[src/rtl/serial_subtractor_32bit.sv]
// serial_subtractor_32bit
// Digit-serial two's-complement subtractor: DIFF = A - B - bin, computed as
// A + ~B + ~bin, DIGIT bits per clock behind a valid/ready handshake.
// The DIFF, borrow-out and overflow outputs are separate registers. They update
// only when an operation completes, so they stay stable while the next
// operation is in progress.

module serial_subtractor_32bit #(
    parameter int WIDTH = 32,
    parameter int DIGIT = 4
) (
    input  logic             clk_i,
    input  logic             rst_ni,
    input  logic             valid_i,
    output logic             ready_o,
    input  logic [WIDTH-1:0] A_i,
    input  logic [WIDTH-1:0] B_i,
    input  logic             bin_i,
    output logic             valid_o,
    input  logic             ready_i,
    output logic [WIDTH-1:0] DIFF_o,
    output logic             bout_o,
    output logic             ovf_o
);

    localparam int N     = WIDTH / DIGIT;
    localparam int CNT_W = (N > 1) ? $clog2(N) : 1;
    localparam logic [CNT_W-1:0] LAST = CNT_W'(N - 1);

    typedef enum logic [1:0] {
        IDLE = 2'd0,
        BUSY = 2'd1,
        DONE = 2'd2
    } state_t;

    state_t state_q, state_d;

    logic [WIDTH-1:0] a_q, a_d;          // minuend, shifted right one digit per cycle
    logic [WIDTH-1:0] nb_q, nb_d;        // inverted subtrahend, shifted likewise
    logic             carry_q, carry_d;
    logic [CNT_W-1:0] cnt_q, cnt_d;
    logic [WIDTH-1:0] sh_q, sh_d;        // partial result, filled from the MSB end
    logic             a_msb_q, a_msb_d;
    logic             b_msb_q, b_msb_d;
    logic [WIDTH-1:0] diff_q, diff_d;
    logic             bout_q, bout_d;
    logic             ovf_q, ovf_d;
    logic [DIGIT:0]   sum;

    // One digit of A + ~B + carry; the top bit is the carry out of the digit.
    function automatic logic [DIGIT:0] digit_add(input logic [DIGIT-1:0] a,
                                                 input logic [DIGIT-1:0] b,
                                                 input logic             c);
        return {1'b0, a} + {1'b0, b} + {{DIGIT{1'b0}}, c};
    endfunction

    // State register.
    always_ff @(posedge clk_i) begin
        if (!rst_ni) begin
            state_q <= IDLE;
        end else begin
            state_q <= state_d;
        end
    end

    // Next-state logic.
    always_comb begin
        state_d = state_q;
        case (state_q)
            IDLE:    if (valid_i)        state_d = BUSY;
            BUSY:    if (cnt_q == LAST)  state_d = DONE;
            DONE:    if (ready_i)        state_d = IDLE;
            default:                     state_d = IDLE;
        endcase
    end

    // Handshake outputs decoded from the state.
    always_comb begin
        ready_o = (state_q == IDLE);
        valid_o = (state_q == DONE);
    end

    // Datapath next-state: latch operands on accept, add one digit per BUSY cycle.
    always_comb begin
        sum     = digit_add(a_q[DIGIT-1:0], nb_q[DIGIT-1:0], carry_q);
        a_d     = a_q;
        nb_d    = nb_q;
        carry_d = carry_q;
        cnt_d   = cnt_q;
        sh_d    = sh_q;
        a_msb_d = a_msb_q;
        b_msb_d = b_msb_q;
        diff_d  = diff_q;
        bout_d  = bout_q;
        ovf_d   = ovf_q;
        case (state_q)
            IDLE: begin
                if (valid_i) begin
                    a_d     = A_i;
                    nb_d    = ~B_i;
                    carry_d = ~bin_i;
                    cnt_d   = '0;
                    a_msb_d = A_i[WIDTH-1];
                    b_msb_d = B_i[WIDTH-1];
                end
            end
            BUSY: begin
                a_d     = a_q >> DIGIT;
                nb_d    = nb_q >> DIGIT;
                carry_d = sum[DIGIT];
                cnt_d   = cnt_q + CNT_W'(1);
                sh_d    = WIDTH'({sum[DIGIT-1:0], sh_q} >> DIGIT);
                if (cnt_q == LAST) begin
                    // The last digit carries the result MSB.
                    diff_d = sh_d;
                    bout_d = ~sum[DIGIT];
                    ovf_d  = (a_msb_q != b_msb_q) && (sum[DIGIT-1] != a_msb_q);
                end
            end
            default: ;
        endcase
    end

    // Datapath registers; reset clears everything so an aborted op leaves no trace.
    always_ff @(posedge clk_i) begin
        if (!rst_ni) begin
            a_q     <= '0;
            nb_q    <= '0;
            carry_q <= 1'b0;
            cnt_q   <= '0;
            sh_q    <= '0;
            a_msb_q <= 1'b0;
            b_msb_q <= 1'b0;
            diff_q  <= '0;
            bout_q  <= 1'b0;
            ovf_q   <= 1'b0;
        end else begin
            a_q     <= a_d;
            nb_q    <= nb_d;
            carry_q <= carry_d;
            cnt_q   <= cnt_d;
            sh_q    <= sh_d;
            a_msb_q <= a_msb_d;
            b_msb_q <= b_msb_d;
            diff_q  <= diff_d;
            bout_q  <= bout_d;
            ovf_q   <= ovf_d;
        end
    end

    assign DIFF_o = diff_q;
    assign bout_o = bout_q;
    assign ovf_o  = ovf_q;

endmodule
[config.mk]
export PLATFORM = sky130hd
export DESIGN_NAME = serial_subtractor_32bit
export DESIGN_NICKNAME = d
export VERILOG_FILES = /design/src/rtl/serial_subtractor_32bit.sv
export SDC_FILE = /design/constraint.sdc
export NUM_CORES = 1
export LEC_CHECK = 0
export ABC_AREA = 1
export CAP_MARGIN = 20
export CORE_MARGIN = 4
export CORE_UTILIZATION = 40
export DETAILED_ROUTE_END_ITERATION = 10
export REMOVE_ABC_BUFFERS = 1
export SLEW_MARGIN = 40
export SYNTH_ARGS = -nofsm -noshare
export SYNTH_HDL_FRONTEND = slang
export SYNTH_SLANG_ARGS = --single-unit
[constraint.sdc]
create_clock -name clk_i -period 4.65 [get_ports clk_i]
set_input_delay 1.1625 -clock clk_i [delete_from_list [all_inputs] [get_ports clk_i]]
set_output_delay 1.1625 -clock clk_i [all_outputs]
set_load 0.02 [all_outputs]
==> flow_summary.ini, run 1 <==
[grt]
grt_max_degree = 106
antenna_found_initial = 0
grt_pass1_wl_um = 20800
grt_overflow = 0
first_global_vias = 4440
track_usage_pct = 15.9

[floorplan]
die_h_um = 125
rows = 42
die-area_um2 = 15700
core_area_um2 = 13300
die_x_um = 125
initial_utilization_pct = 41.2
ios = 105

[drt]
vias = 4852
avgViaCountPerCell = 4.83
wirelength_um = 12500
drc = 0
drtPass1Iterations = 5
drt_iter0_drc = 390
drtAntennaViolNets = 0
wire_per_inst_um = 12.4

[clock_network]
cts_buffer_depth = 2
path_clk_slew_ps = 60
numCtsBuffers = 17
ctsResizeCount = 0
cts_tree = done
cts_max_level = 4
hold_buffers = 0
clk-insertion-delay-late_ps = 410
clockRootBuffer = clkbuf_16
cts_num_sinks = 134
post_cts_buffers = 0

[synth]
syn_inst = 740
synth.area.top_cells = dfxtp_1 49%, nor2_1 11%, o21ai_0 11%
muxShareOfSynthArea_pct = 0
avgSynthCellArea_um2 = 7.43
synth_area_leader_cell = dfxtp_1
synth_top_family_by_area = simple AND/OR/NAND/NOR gates
synth_xor_xnor_area_share_pct = 0.159
syn_area_um2 = 5500
synth_compound_area_share_pct = 20.2
synth_adder_area_share_pct = 1.87
ys_seq_area_share_pct = 48.8
synthSimpleGateAreaFrac_pct = 20.6
synth_warnings = 0
ys_seq_elements = 134
yosysUniqueCellTypes = 26
netlist.area_leader.share_pct = 48.8

[worst_setup_path]
crit_family = buffers and inverters
cp_slowest_stage_delay_ps = 510
arrival_ps = 3180
crit_required_ps = 4950
critPathSlowestCell = nor2_8
start_kind = input port
crit_buf_inv = 3
cp_cell_sequence = clkdlybuf4s50_1, nand2_4, inv_4, nor2_8, inv_2, o21ai_0, nor2_1
cp_max_fo = 52
crit_path_end_kind = flip-flop
worstSetupPathType = input port to flip-flop

[placed_design]
hpwl_um = 7520
portBuffers = 104
routabilityCongestion = 0.767
place_area_um2 = 6480

[timing]
slew_viol_final = 0
fin_crit_sh_pct = 62.0
tightest_slew_ps = 761
rsz0062_at_grt = false
max_clock_freq_mhz = 347
setup_viol = 0
fin_worst_skew_ps = 10.7
finalHoldViolCount = 0
timing.hold.ws_ps = 447
slew_headroom_pct = 49.2
setup_tns_ps = 0
finalCriticalPeriod_ps = 2880

[power_and_ir_drop]
p_leak_nw = 2.94
p_per_area_nw_per_um2 = 428
ir_worst_vdd_mv = 0.213

[final_layout]
final_layout_size_suffix_gt1_share_pct = 6.40
fin_area_um2 = 7150
diodes = 0
final_nets = 891
syn_to_final_growth_pct = 30.0
utilization_pct = 53.6

[worst_hold_path]
holdCritPathClass = flip-flop to flip-flop

[run_status]
run_status = completed

[flow_run]
drv_cap = 0
cells in the mapped netlist:
cell type    n
nor2_1     158
dfxtp_1    134
o21ai_0    116
nand2_1    113
a21oi_1     55
o21ai_1     41
inv_1       37
clkbuf_1    21
buf_2       17
buf_6        9
nand3_1      7
buf_4        5
ha_1         5
or2_2        4
a211oi_1     2
fa_1         2
inv_2        2
inv_4        2
nand2_4      2
o21bai_1     2
a31oi_2      1
nand2_2      1
nor2_2       1
nor2_8       1
o21a_1       1
xor2_1       1
per-stage QoR:
step,power [mW],setup WS (ps),instances
final,3.06,1770,1004
after global routing,3.20,1530,1004
after CTS,3.09,1760,1004
after detailed placement,1.62,1330,972
after global placement,1.61,1400,972
after floorplan,1.48,1850,688
registers in the layout (all words and copies together), names as in the netlist, 2 cells and up:
signal	flops
state_q	2
DIFF_o	32
sh_q	28
a_q	32
cnt_q	3
nb_q	32
final timing paths:
check	from	to	slack, ps	cells past startpoint
setup / recovery	valid_i	nb_q[13]	1770	7
setup reg to reg	state_q[1]	nb_q[13]	2060	7
hold / removal	a_q[9]	a_q[9]	450	2
hold reg to reg	a_q[9]	a_q[9]	450	2
routing by layer:
layer	up-vias	track usage [%]	share of wire, %
met5	-	0	0
met4	0	5.17	0.93
met3	10	4.56	4.8
met2	110	25.3	46
met1	2183	20.9	48
li1	2549	-	-
area by class of cell:
cell class	count	area, um^2
Inverter	41	159
Tap cell	176	220
Timing Repair Buffer	108	1070
Multi-Input combinational cell	513	2360
Fill cell	1331	6200
Clock buffer	20	457
Clock inverter	12	200
Sequential cell	134	2680
logic make-up after synthesis:
family / count (synthesis)
compound gates: 218
fa+ha+maj: 7
simple gates: 287
flops: 134
buf+inv: 93
xor+xnor: 1
cell usage in the layout, fill, tap and decap left out:
| cell | n |
|---|---|
| nor2_1 | 157 |
| dfxtp_1 | 134 |
| o21ai_0 | 116 |
| nand2_1 | 113 |
| clkdlybuf4s50_1 | 103 |
| a21oi_1 | 55 |
| o21ai_1 | 41 |
| inv_1 | 35 |
| clkbuf_16 | 17 |
| nand3_1 | 7 |
| ha_1 | 5 |
| bufinv_16 | 5 |
| inv_2 | 4 |
| or2_2 | 4 |
| clkinvlp_4 | 3 |
| nor2_2 | 2 |
| nand2_4 | 2 |
| inv_4 | 2 |
| a211oi_1 | 2 |
| o21bai_1 | 2 |
| fa_1 | 2 |
| clkinv_2 | 2 |
| clkinv_4 | 2 |
| clkbuf_8 | 2 |
| buf_4 | 2 |
| buf_6 | 2 |
| nor2_8 | 1 |
| xor2_1 | 1 |
| nand2_2 | 1 |
| a31oi_2 | 1 |
| o21a_1 | 1 |
| clkbuf_1 | 1 |
| buf_2 | 1 |
power breakdown:
part,leakage (nW),total [mW],switching (mW),internal (mW)
Combinational,1.53,0.328,0.190,0.138
Clock,0.312,1.47,0.489,0.979
Sequential,1.10,1.27,0.0381,1.23
worst register-to-register path, stage by stage, from the launching register on:
cell	delay, ps
dfxtp_1	360
inv_2	60
nand2_4	530
inv_4	160
nor2_8	570
inv_2	460
o21ai_0	300
nor2_1	50
Power figures use the tool's default switching activity.
==> inputs of run 2 (changes only) <==
PLACE_DENSITY = 0.67   (was not set)
clock period = 2.5 ns   (was 4.65 ns; I/O delays follow)
==> run 2 against run 1 <==
Sequential power rose by 85%. Wire length down 1.1%. Hold slack got worse by 0.78 ps. Sequential share of layout area grew 0.066 points. Critical path type is now flip-flop to output port.
==> flow_summary.ini, run 2 (synthesis results as in run 1) <==
[clock_network]
clk-insertion-delay-late_ps = 410
cts_buffer_depth = 2
hold_buffers = 0
cts_max_level = 4
cts_num_sinks = 134
numCtsBuffers = 17
ctsResizeCount = 0
clockRootBuffer = clkbuf_16
post_cts_buffers = 0
path_clk_slew_ps = 60
cts_tree = done

[floorplan]
die_x_um = 125
rows = 42
die_h_um = 125
ios = 105
core_area_um2 = 13300
initial_utilization_pct = 41.2
die-area_um2 = 15700

[grt]
antenna_found_initial = 0
first_global_vias = 4320
track_usage_pct = 15.8
grt_max_degree = 106
grt_overflow = 0
grt_pass1_wl_um = 20700

[worst_hold_path]
min_path_cells = 2
holdCritPathClass = flip-flop to flip-flop

[drt]
avgViaCountPerCell = 4.83
vias = 4861
drtAntennaViolNets = 0
drc = 0
wirelength_um = 12300
wire_per_inst_um = 12.3
drtPass1Iterations = 5
drt_iter0_drc = 407

[power_and_ir_drop]
p_per_area_nw_per_um2 = 765
ir_worst_vdd_mv = 0.463
power_mw = 5.46
p_leak_nw = 2.94

[timing]
finalHoldViolCount = 0
slew_viol_final = 0
slew_headroom_pct = 61.0
timing.hold.ws_ps = 447
rsz0062_at_grt = false
fin_crit_sh_pct = 87.6
finalCriticalPeriod_ps = 2190
max_clock_freq_mhz = 457
tightest_slew_ps = 584
setup_viol = 0
setup_tns_ps = 0
fin_worst_skew_ps = 9.69
setup_slack_ps = 311

[worst_setup_path]
crit_path_end_kind = output port
arrival_ps = 1560
r2r_cells = 6
start_kind = flip-flop
crit_required_ps = 1880
worstSetupPathType = flip-flop to output port
cp_max_fo = 3

[placed_design]
post-place-ws_ps = 315
routabilityCongestion = 0.767
hpwl_um = 7530
place_area_um2 = 6530
portBuffers = 104
dp.cells = 975

[final_layout]
final_layout_size_suffix_gt1_share_pct = 6.74
multi_input_area_um2 = 2360
final_nets = 894
fin_cells = 1007
final_common_cell = nor2_1
diodes = 0
regArea_um2 = 2680
syn_to_final_growth_pct = 29.8
final_cell_mix = 157 x nor2_1, 134 x dfxtp_1, 116 x o21ai_0
utilization_pct = 53.5
fin_area_um2 = 7140
fill_cells = 1311

[run_status]
run_status = completed

[flow_run]
drv_cap = 0
==> run 2: power by group <==
part	switching, mW	total [mW]	internal (mW)
clock network	0.919	2.49	1.57
registers	0.0699	2.35	2.28
logic	0.353	0.616	0.263
total	1.34	5.46	4.12
==> run 2: layout make-up <==
| type | count | area share [%] |
|---|---|---|
| clock inverter | 11 | 1.74 |
| timing repair buffer | 111 | 15.6 |
| inverter | 41 | 2.23 |
| multi-input combinational | 513 | 33.0 |
| sequential | 134 | 37.6 |
| clock buffer | 21 | 6.73 |
| tap | 176 | 3.09 |
==> run 2: worst paths after layout <==
kind                            slack (ps)        from       to
worst max register to register         740      a_q[0]  carry_q
worst min register to register         450     a_q[23]  a_q[23]
worst max-delay path                   310  state_q[0]  ready_o
worst min-delay path                   450     a_q[23]  a_q[23]
==> run 2: critical path: stages (launching register included) <==
cell and delay (ps):
dfxtp_1 350, nor2_2 180, clkdlybuf4s50_1 630
==> run 2: layer usage <==
layer,vias to the layer above,GRT usage (%),share of wire (%)
li1,2553,-,-
met1,2163,21.9,49
met2,132,24.0,44
met3,13,4.09,6.0
met4,0,5.04,1.0
met5,-,0,0
